## src/rtl/alu_cmd_driver.sv

```systemverilog
// rtl/alu_cmd_driver.sv - command/response driver for the combinational 8-bit ALU
// Optional accumulate chaining is compiled in with `define ALU_CHAIN_EN (adds cmd_chain).
module alu_cmd_driver #(
    parameter int SETTLE_CYCLES = 1,
    parameter int TAG_W         = 4
) (
    input  logic             clk,
    input  logic             rst,
    input  logic             cmd_valid,
    output logic             cmd_ready,
    input  logic [7:0]       cmd_a,
    input  logic [7:0]       cmd_b,
    input  logic [2:0]       cmd_op,
    input  logic [TAG_W-1:0] cmd_tag,
`ifdef ALU_CHAIN_EN
    input  logic             cmd_chain,
`endif
    output logic [7:0]       alu_a,
    output logic [7:0]       alu_b,
    output logic [2:0]       alu_op,
    input  logic [7:0]       alu_result,
    input  logic             alu_zero,
    input  logic             alu_carry,
    output logic             rsp_valid,
    input  logic             rsp_ready,
    output logic [7:0]       rsp_result,
    output logic             rsp_zero,
    output logic             rsp_carry,
    output logic [TAG_W-1:0] rsp_tag,
    output logic             busy,
    output logic [15:0]      op_count
);

    typedef enum logic [1:0] {
        IDLE   = 2'd0,
        SETTLE = 2'd1,
        RESP   = 2'd2
    } state_t;

    state_t     state;
    state_t     state_nxt;
    logic [3:0] settle_cnt;
    logic       accept;
    logic       capture;
    logic       deliver;
    logic [7:0] a_src;

    always_ff @(posedge clk or posedge rst) begin
        if (rst) begin
            state <= IDLE;
        end else begin
            state <= state_nxt;
        end
    end

    always_comb begin
        state_nxt = state;
        cmd_ready = 1'b0;
        rsp_valid = 1'b0;
        busy      = 1'b1;
        accept    = 1'b0;
        capture   = 1'b0;
        deliver   = 1'b0;
        case (state)
            IDLE: begin
                cmd_ready = 1'b1;
                busy      = 1'b0;
                if (cmd_valid) begin
                    accept    = 1'b1;
                    state_nxt = SETTLE;
                end
            end
            SETTLE: begin
                if (settle_cnt == 4'd0) begin
                    capture   = 1'b1;
                    state_nxt = RESP;
                end
            end
            RESP: begin
                rsp_valid = 1'b1;
                if (rsp_ready) begin
                    deliver   = 1'b1;
                    state_nxt = IDLE;
                end
            end
            default: state_nxt = IDLE;
        endcase
    end

    // Chained commands accumulate onto the previous captured result.
`ifdef ALU_CHAIN_EN
    assign a_src = cmd_chain ? rsp_result : cmd_a;
`else
    assign a_src = cmd_a;
`endif

    // ALU operands persist after completion; only a new accept replaces them.
    always_ff @(posedge clk or posedge rst) begin
        if (rst) begin
            alu_a      <= 8'd0;
            alu_b      <= 8'd0;
            alu_op     <= 3'd0;
            rsp_tag    <= '0;
            settle_cnt <= 4'd0;
        end else if (accept) begin
            alu_a      <= a_src;
            alu_b      <= cmd_b;
            alu_op     <= cmd_op;
            rsp_tag    <= cmd_tag;
            settle_cnt <= 4'(SETTLE_CYCLES - 1);
        end else if (state == SETTLE && settle_cnt != 4'd0) begin
            settle_cnt <= settle_cnt - 4'd1;
        end
    end

    always_ff @(posedge clk or posedge rst) begin
        if (rst) begin
            rsp_result <= 8'd0;
            rsp_zero   <= 1'b0;
            rsp_carry  <= 1'b0;
        end else if (capture) begin
            rsp_result <= alu_result;
            rsp_zero   <= alu_zero;
            rsp_carry  <= alu_carry;
        end
    end

    always_ff @(posedge clk or posedge rst) begin
        if (rst) begin
            op_count <= 16'd0;
        end else if (deliver) begin
            op_count <= op_count + 16'd1;
        end
    end

    settle_range_a: assert property (@(posedge clk) (SETTLE_CYCLES >= 1) && (SETTLE_CYCLES <= 15));

endmodule

```

## config.mk

```make
export PLATFORM = sky130hd
export DESIGN_NAME = alu_cmd_driver
export DESIGN_NICKNAME = d
export VERILOG_FILES = /design/src/rtl/alu_cmd_driver.sv
export SDC_FILE = /design/constraint.sdc
export NUM_CORES = 1
export LEC_CHECK = 0
export BUFFER_PORTS_ARGS = -buffer_cell sky130_fd_sc_hd__buf_2
export CORE_ASPECT_RATIO = 0.6
export CORE_UTILIZATION = 43
export DETAILED_ROUTE_END_ITERATION = 10
export MAX_ROUTING_LAYER = met4
export PLACE_DENSITY_LB_ADDON = 0.1
export SLEW_MARGIN = 10
export SYNTH_ARGS = -nofsm -noshare
export SYNTH_HDL_FRONTEND = slang
export SYNTH_SLANG_ARGS = --single-unit
```

## constraint.sdc

```tcl
create_clock -name clk -period 1.75 [get_ports clk]
set_clock_uncertainty 0.15 [all_clocks]
set_input_delay 0.0875 -clock clk [delete_from_list [all_inputs] [get_ports clk]]
set_output_delay 0.0875 -clock clk [all_outputs]
set_load 0.03 [all_outputs]
```

==> results of run 1 <==
==> layer usage <==
layer | up-vias | track usage | share of wire
met3 | 5 | 0.0491 | 0.040
li1 | 828 | - | -
met4 | 0 | 0.0426 | 0.0077
met1 | 786 | 0.217 | 0.48
met5 | - | - | 0
met2 | 40 | 0.293 | 0.47
==> power by group through the flow <==
stage | Sequential [mW] | Clock, mW | Combinational (mW)
final | 2.03 | 0.662 | 2.97
after global routing | 2.09 | 0.754 | 3.17
after CTS | 2.03 | 0.700 | 2.94
after detailed placement | 2.05 | 0 | 2.83
after global placement | 2.05 | 0 | 2.80
after floorplan | 2.90 | 0 | 1.20
==> timing repair <==
item,CTS,global route
buffers inserted,0,3
hold buffers,35,0
pin swaps,0,0
resized for setup,2,1
endpoints found under the hold margin,91,0
setup endpoints to repair,10,13
cloned,1,0
==> stage by stage <==
stage	TNS, ps	util	worst slack, ps	area, sq um
5_1_grt	-396	0.657	-54.1	3340
6_report	0	0.657	9.79	3340
3_3_place_gp	-16.8	0.564	-2.40	2870
3_5_place_dp	-184	0.564	-23.6	2870
2_1_floorplan	-398	-	-44.3	2290
4_1_cts	0	0.652	0.0541	3310
==> sequential cells by signal, indices dropped and copies added, names as in the netlist <==
signal and flops:
op_count 16, alu_a 8, alu_b 8, rsp_result 8, rsp_tag 4, settle_cnt 4
alu_op 3, state 2, rsp_carry 1, rsp_zero 1
==> area by class of cell <==
| class | instances | area [sq um] | share of cell area |
|---|---|---|---|
| Sequential cell | 55 | 1380 | 0.412 |
| Timing Repair Buffer | 136 | 901 | 0.270 |
| Multi-Input combinational cell | 98 | 878 | 0.263 |
| Tap cell | 66 | 82.6 | 0.0247 |
| Clock buffer | 7 | 76.3 | 0.0229 |
| Inverter | 5 | 18.8 | 0.00562 |
| Clock inverter | 1 | 5.00 | 0.00150 |
==> worst max-delay path, stage by stage, from the launching register on <==
cell	delay [ps]
dfrtp_1	400
inv_2	60
ha_1	120
or3b_4	380
nand2b_4	210
mux2_4	310
==> cells in the mapped netlist (3+ instances only) <==
master   instances  area share
xor2_1           8       0.031
xnor2_1         10       0.038
mux2_2          25        0.12
nand3_1          8       0.018
buf_4            3      0.0099
ha_1             3       0.016
inv_1            5      0.0082
nand2_1          6      0.0099
dfrtp_1         55        0.60
and3_1           3      0.0082
and2_1           3      0.0082
mux2_4           9       0.059
nor2_1           6      0.0099
==> kinds of logic (layout without fill, tap and decap cells) <==
logic type,Yosys count,after routing,share of synthesized area
flops,55,55,0.603
fa+ha+maj,3,3,0.0164
xor+xnor,18,18,0.0691
compound gates,2,2,0.00438
buf+inv,9,149,0.0230
mux,34,34,0.183
simple gates,40,41,0.101
==> how the worst max path moves through the flow <==
stage,end,slack (ps),cells after the start
after global placement,rsp_result[4],-2,5
after detailed placement,rsp_carry,-20,5
after floorplan,rsp_carry,-40,6
after global routing,rsp_result[6],-50,5
final,rsp_result[3],10,5
after CTS,rsp_result[3],0.05,5
==> reports/qor.txt, run 1 <==
Worst-Margin Slew - 353 ps
die width - 96.1 um
sw frac - 0.413
vias per cell - 4.51
Final #Nets - 341
WHS Endpoint - settle_cnt[1]
Post-Syn Area per Cell - 14.2 sq um
CTS Buffer Depth - 2
fin crit share - 0.994
Worst setup startpoint - settle_cnt[0]
most frequent cells in the layout - buf_2, dfrtp_1, dlygate4sd3_1, mux2_2, buf_4
row count - 20
first-pass GRT wire length - 7270 um
mapped cell area - 2280 sq um
Vias - 1,659
Post-Synthesis Cells - 161
pwr dens - 1700 nW/um^2
max_cap viols - 0
Post-synth EDFFs - 0
CTS H-tree lvls - 2
Slew Limit Headroom - 0.764
Final Max Slew Viols - 0
net count after synthesis - 201
Placed Cells - 321
worst endpoint required time - 1790 ps
part of the power in the clock network - 0.117
PortBufs - 88
Critical Path End Type - register
hold crit path type - input pin to register
TritonCTS buffer count - 5
Flop pwr share - 0.359
reg2reg path depth - 5
GRT Util Overall - 0.177
# setup viols final - 0
final hold viol count - 0
maximum number of pins on one net before global-route repair - 29
max frequency - 575 MHz
Die Area - 5610 sq um
most common cell after layout, fill and taps aside - buf_2
r2r setup slk - 10 ps
crit path DAT - 1780 ps
Non-Filler Instances - 368
vias in the first global route - 1,624
FFs w/ async S/R, synth - 1.00
CTS clock-pin slew for the worst setup and hold paths - 90 ps
Starting Density - 0.449
initial antenna violation count - 0
drt first pass iters - 4
Pint - 3.32 mW
status - complete, no violations
# diodes - 0
Worst Min Path Start - cmd_valid
Routed Antenna Nets - 0
Die Y-Extent - 58.4 um
Crit Path Class - register to register
RR Startpoint - settle_cnt[0]
root buf cell - clkbuf_8
core area - 5080 sq um
num ports - 89
grt total ovfl - 0
Seq cells post-synth - 55
CP max FO - 6
WL/cell - 12.3 um
layout cells sized above 1 - 0.500
startpoint types - register
ys flop type - dfrtp_1
Netlist cell types - 26
post-synthesis sequential area ratio - 0.603
Synth warnings - 0
Comb power frac - 0.524
CTS Sinks - 55
peak supply drop - 935 uV
final hold slack - 120 ps
leak pwr - 1.71 nW
clock latency at the later pin of the worst-skew pair - 290 ps
synthesis-to-finish area growth - 46.3%
Iter 0 DRT Violations - 44
TritonCTS clock tree - yes
RSZ-0062 raised after global routing - yes
switching power - 2.34 mW
Power Total - 5.67 mW
hold path depth - 4
Fill cells - 407
Remaining DRCs - 0
r2r endpoint - rsp_result[3]
gpl congestion - 0.716
WL final - 4540 um
Period minus WS final - 1740 ps
Final HPWL DP - 3000 um
Note: power is estimated with default switching activity, not from simulation.
==> inputs of run 2 (changes only) <==
--- a/config.mk
+++ b/config.mk
@@ -6,11 +6,12 @@
 export NUM_CORES = 1
 export LEC_CHECK = 0
 export BUFFER_PORTS_ARGS = -buffer_cell sky130_fd_sc_hd__buf_2
-export CORE_ASPECT_RATIO = 0.6
+export CORE_ASPECT_RATIO = 1.5
 export CORE_UTILIZATION = 43
 export DETAILED_ROUTE_END_ITERATION = 10
 export MAX_ROUTING_LAYER = met4
 export PLACE_DENSITY_LB_ADDON = 0.1
+export RECOVER_POWER = 50
 export SLEW_MARGIN = 10
 export SYNTH_ARGS = -nofsm -noshare
 export SYNTH_HDL_FRONTEND = slang
==> reports/qor.txt, run 2 (same netlist as run 1, synthesis figures left out) <==
CTS H-tree lvls - 2 (unchanged)
TritonCTS clock tree - yes
Pint - 3.17 mW (-4.6%)
critical path capture point - rsp_zero
layout cells sized above 1 - 0.410 (-0.0898)
max FFs per register - 16 (unchanged)
Iter 0 DRT Violations - 43 (-2.3%)
CTS Sinks - 55 (unchanged)
PortBufs - 88 (unchanged)
sw frac - 0.425 (+0.0121)
CTS Buffer Depth - 2 (unchanged)
Comb power frac - 0.507 (-0.017)
Starting Density - 0.445 (-0.00395)
most common cell after layout, fill and taps aside - buf_2
max frequency - 565 MHz (-1.6%)
Top reg by flops - op_count
r2r endpoint - rsp_zero
core area - 5120 sq um (+0.89%)
CTS clock-pin slew for the worst setup and hold paths - 100 ps (about the same)
setup TNS - -86.8 ps (-86.8 ps)
fin util - 0.636 (-0.0209)
Routed Antenna Nets - 0 (unchanged)
Remaining DRCs - 0 (unchanged)
drt first pass iters - 4 (unchanged)
# setup viols final - 6 (+6)
vias in the first global route - 1,630 (+0.37%)
status - finished with violations
hold path depth - 4 (unchanged)
Period minus WS final - 1770 ps (+28.8 ps)
part of the power in the clock network - 0.124 (+0.007)
vias per cell - 4.60 (+2.0%)
Final #Nets - 334 (-2.1%)
crit path DAT - 1820 ps (+40 ps)
grt total ovfl - 0 (unchanged)
RR Startpoint - settle_cnt[0]
startpoint types - register
Worst setup startpoint - settle_cnt[0]
Die Area - 5610 sq um (about the same)
Vias - 1,669 (+0.60%)
CP max FO - 6 (unchanged)
switching power - 2.35 mW (+0.22%)
initial antenna violation count - 0 (unchanged)
Final Max Slew Viols - 0 (unchanged)
clock latency at the later pin of the worst-skew pair - 310 ps (+20 ps)
final hold slack - 149 ps (+29.3 ps)
TritonCTS buffer count - 5 (unchanged)
maximum number of pins on one net before global-route repair - 56 (+93%)
die width - 61.5 um (-36%)
GRT Util Overall - 0.185 (+0.00774)
WL/cell - 12.8 um (+4.1%)
Flop pwr share - 0.369 (+0.010)
# diodes - 0 (unchanged)
Die Y-Extent - 91.2 um (+56%)
first-pass GRT wire length - 7510 um (+3.3%)
hold crit path type - input pin to register
Placed Cells - 318 (-0.93%)
Crit Path Class - register to register
gpl congestion - 0.715 (about the same)
Critical Path End Type - register
Slew Limit Headroom - 0.501 (-0.263)
final worst setup slack - -19.0 ps (-28.8 ps)
failing checks - setup timing
fin crit share - 1.01 (+0.0164)
Non-Filler Instances - 363 (-1.4%)
most frequent cells in the layout - buf_2, dfrtp_1, dlygate4sd3_1, mux2_2, clkbuf_1
num ports - 89 (unchanged)
pre-CTS worst setup slack - -59.9 ps (-36.2 ps)
reg2reg path depth - 5 (unchanged)
leak pwr - 1.61 nW (-5.8%)
r2r setup slk - -20 ps (-30 ps)
worst endpoint required time - 1800 ps (about the same)
final hold viol count - 0 (unchanged)
peak supply drop - 1120 uV (+19%)
pwr dens - 1690 nW/um^2 (-0.32%)
row count - 32 (+60%)
WL final - 4660 um (+2.7%)
RSZ-0062 raised after global routing - yes
Final HPWL DP - 2920 um (-2.8%)
Worst-Margin Slew - 748 ps (+395 ps)
root buf cell - clkbuf_8
max_cap viols - 0 (unchanged)
synthesis-to-finish area growth - 42.9%
run 2: worst max-delay path: stages (launching register included):
cell	delay (ps)
dfrtp_1	390
inv_2	60
ha_1	130
or3b_4	400
nand2b_4	220
mux2_4	320
run 2: through the flow:
stage                     total power, mW  cell area (sq um)
after global placement               4.80               2840
after detailed placement             4.84               2840
after CTS                            5.64               3290
final                                5.52               3260
after global routing                 5.86               3260
after floorplan                      4.11               2290
run 2: layer usage:
metal,GRT usage,share of wire,vias up
met4,0.0685,0.018,0
met2,0.295,0.53,48
met3,0.0499,0.052,8
met5,-,0,-
li1,-,-,811
met1,0.218,0.40,802
run 2: timing repair:
action                                  4_1_cts  5_1_grt
endpoints found under the setup margin       10       11
pin swaps                                     0        1
gates resized for setup                       2        0
hold buffers                                 35        0
buffers inserted                              0        1
hold endpoints to repair                     91        0
gates cloned                                  1        0
run 2: layout make-up:
class,instances,area [sq um]
Fill cell,436,1860
Inverter,5,18.8
Tap cell,68,85.1
Timing Repair Buffer,129,821
Clock buffer,6,72.6
Sequential cell,55,1380
Clock inverter,2,12.5
Multi-Input combinational cell,98,875
run 2: how the worst min path moves through the flow:
stage,end,slack (ps),startpoint
2_1_floorplan,state[1],40,rsp_ready
3_3_place_gp,alu_a[7],10,rst
3_5_place_dp,alu_a[7],20,rst
4_1_cts,settle_cnt[3],140,cmd_valid
5_1_grt,settle_cnt[1],160,cmd_valid
6_report,settle_cnt[1],150,cmd_valid
run 2: power groups by stage:
stage,clock (mW),combinational [mW],sequential [mW]
finish,0.683,2.80,2.04
global route,0.755,2.99,2.11
CTS,0.716,2.90,2.03
detailed placement,0,2.79,2.05
global placement,0,2.75,2.05
floorplan,0,1.20,2.90
==> inputs of run 3 (changes only) <==
==> constraint.sdc (replaced) <==
create_clock -name clk -period 1.75 [get_ports clk]
set_clock_uncertainty 0.15 [all_clocks]
set_input_delay 0.175 -clock clk [delete_from_list [all_inputs] [get_ports clk]]
set_output_delay 0.175 -clock clk [all_outputs]
set_load 0.03 [all_outputs]
==> reports/qor.txt, run 3 (same netlist as run 1, synthesis figures left out) <==
status - finished with violations
failing checks - setup timing
max frequency - 565 MHz (unchanged)
vias in the first global route - 1,630 (unchanged)
CTS clock-pin slew for the worst setup and hold paths - 100 ps (about the same)
Top reg by flops - op_count
clock latency at the later pin of the worst-skew pair - 310 ps (about the same)
PortBufs - 88 (unchanged)
final hold slack - 237 ps (+87.5 ps)
most common cell after layout, fill and taps aside - buf_2
TritonCTS buffer count - 5 (unchanged)
WHS Endpoint - settle_cnt[1]
max FFs per register - 16 (unchanged)
pre-CTS worst setup slack - -59.9 ps (unchanged)
Worst Min Path Start - cmd_valid
leak pwr - 1.61 nW (unchanged)
row count - 32 (unchanged)
Period minus WS final - 1770 ps (unchanged)
CTS Buffer Depth - 2 (unchanged)
Die Y-Extent - 91.2 um (unchanged)
Final Max Slew Viols - 0 (unchanged)
Vias - 1,669 (unchanged)
r2r setup slk - -20 ps (about the same)
fin crit share - 1.01 (unchanged)
multi-input logic area - 875 sq um (unchanged)
CTS H-tree lvls - 2 (unchanged)
Starting Density - 0.445 (unchanged)
vias per cell - 4.60 (unchanged)
Remaining DRCs - 0 (unchanged)
die width - 61.5 um (unchanged)
final hold viol count - 0 (unchanged)
layout cells sized above 1 - 0.410 (unchanged)
initial antenna violation count - 0 (unchanged)
grt total ovfl - 0 (unchanged)
hold path depth - 4 (unchanged)
Worst-Margin Slew - 748 ps (unchanged)
Routed Antenna Nets - 0 (unchanged)
Slew Limit Headroom - 0.501 (unchanged)
r2r endpoint - rsp_zero
core area - 5120 sq um (unchanged)
Iter 0 DRT Violations - 43 (unchanged)
CP max FO - 6 (unchanged)
WL final - 4660 um (unchanged)
most frequent cells in the layout - buf_2, dfrtp_1, dlygate4sd3_1, mux2_2, clkbuf_1
synthesis-to-finish area growth - 42.9% (unchanged)
# diodes - 0 (unchanged)
crit path DAT - 1820 ps (about the same)
first-pass GRT wire length - 7510 um (unchanged)
Crit Path Class - register to register
GRT Util Overall - 0.185 (unchanged)
drt first pass iters - 4 (unchanged)
pwr dens - 1690 nW/um^2 (unchanged)
Final #Nets - 334 (unchanged)
max_cap viols - 0 (unchanged)
WL/cell - 12.8 um (unchanged)
num ports - 89 (unchanged)
gpl congestion - 0.715 (unchanged)
maximum number of pins on one net before global-route repair - 56 (unchanged)
startpoint types - register
RR Startpoint - settle_cnt[0]
peak supply drop - 1120 uV (unchanged)
# setup viols final - 6 (unchanged)
Storage cell area - 1380 sq um (unchanged)
TritonCTS clock tree - yes
CTS Sinks - 55 (unchanged)
Fill cells - 436 (unchanged)
hold crit path type - input pin to register
root buf cell - clkbuf_8
Critical Path End Type - register
Final HPWL DP - 2920 um (unchanged)
worst endpoint required time - 1800 ps (about the same)
Die Area - 5610 sq um (unchanged)
reg2reg path depth - 5 (unchanged)
RSZ-0062 raised after global routing - yes
final worst setup slack - -19.0 ps (unchanged)
run 3: layout make-up:
cell class                 instances  area share
multi-input combinational         98       0.268
inverter                           5     0.00576
clock inverter                     2     0.00384
timing repair buffer             129       0.252
sequential                        55       0.422
clock buffer                       6      0.0223
tap                               68      0.0261
run 3: power by group:
part	internal, mW	switching [mW]
clock	0.281	0.402
sequential	1.76	0.274
combinational	1.13	1.67
total	3.17	2.35
run 3: repair_timing:
item	CTS	global route
resized for setup	2	0
buffers inserted	0	1
pin swaps	0	1
setup endpoints to repair	10	11
gates cloned	1	0
endpoints found under the hold margin	89	0
hold buffers	35	0
run 3: worst max path at each step:
stage                     slack (ps)            end          start  cells after the start
after floorplan                  -40      rsp_carry  settle_cnt[0]                      6
after global placement           -20  rsp_result[3]  settle_cnt[0]                      5
after detailed placement         -60      rsp_carry  settle_cnt[1]                      5
after CTS                        -20  rsp_result[4]  settle_cnt[1]                      5
after global routing             -80       rsp_zero  settle_cnt[1]                      5
final                            -20       rsp_zero  settle_cnt[0]                      5
run 3: metal layers:
layer  GRT usage  vias up  wire length (um)
li1            -      811                 -
met3      0.0499        8               244
met2       0.295       48              2460
met5           -        -                 0
met1       0.218      802              1880
met4      0.0685        0                84
run 3: per-stage QoR:
step	util	std cells	power, mW	setup TNS (ps)	cell area [sq um]
floorplan	-	161	4.11	-398	2290
global placement	0.555	318	4.80	-195	2840
detailed placement	0.555	318	4.84	-547	2840
CTS	0.643	362	5.64	-92.3	3290
global route	0.636	363	5.86	-551	3260
finish	0.636	363	5.52	-86.8	3260
run 3: worst max-delay path, stage by stage, from the launching register on:
cell and delay [ps]:
dfrtp_1 390, inv_2 60, ha_1 130, or3b_4 400
nand2b_4 220, mux2_4 320
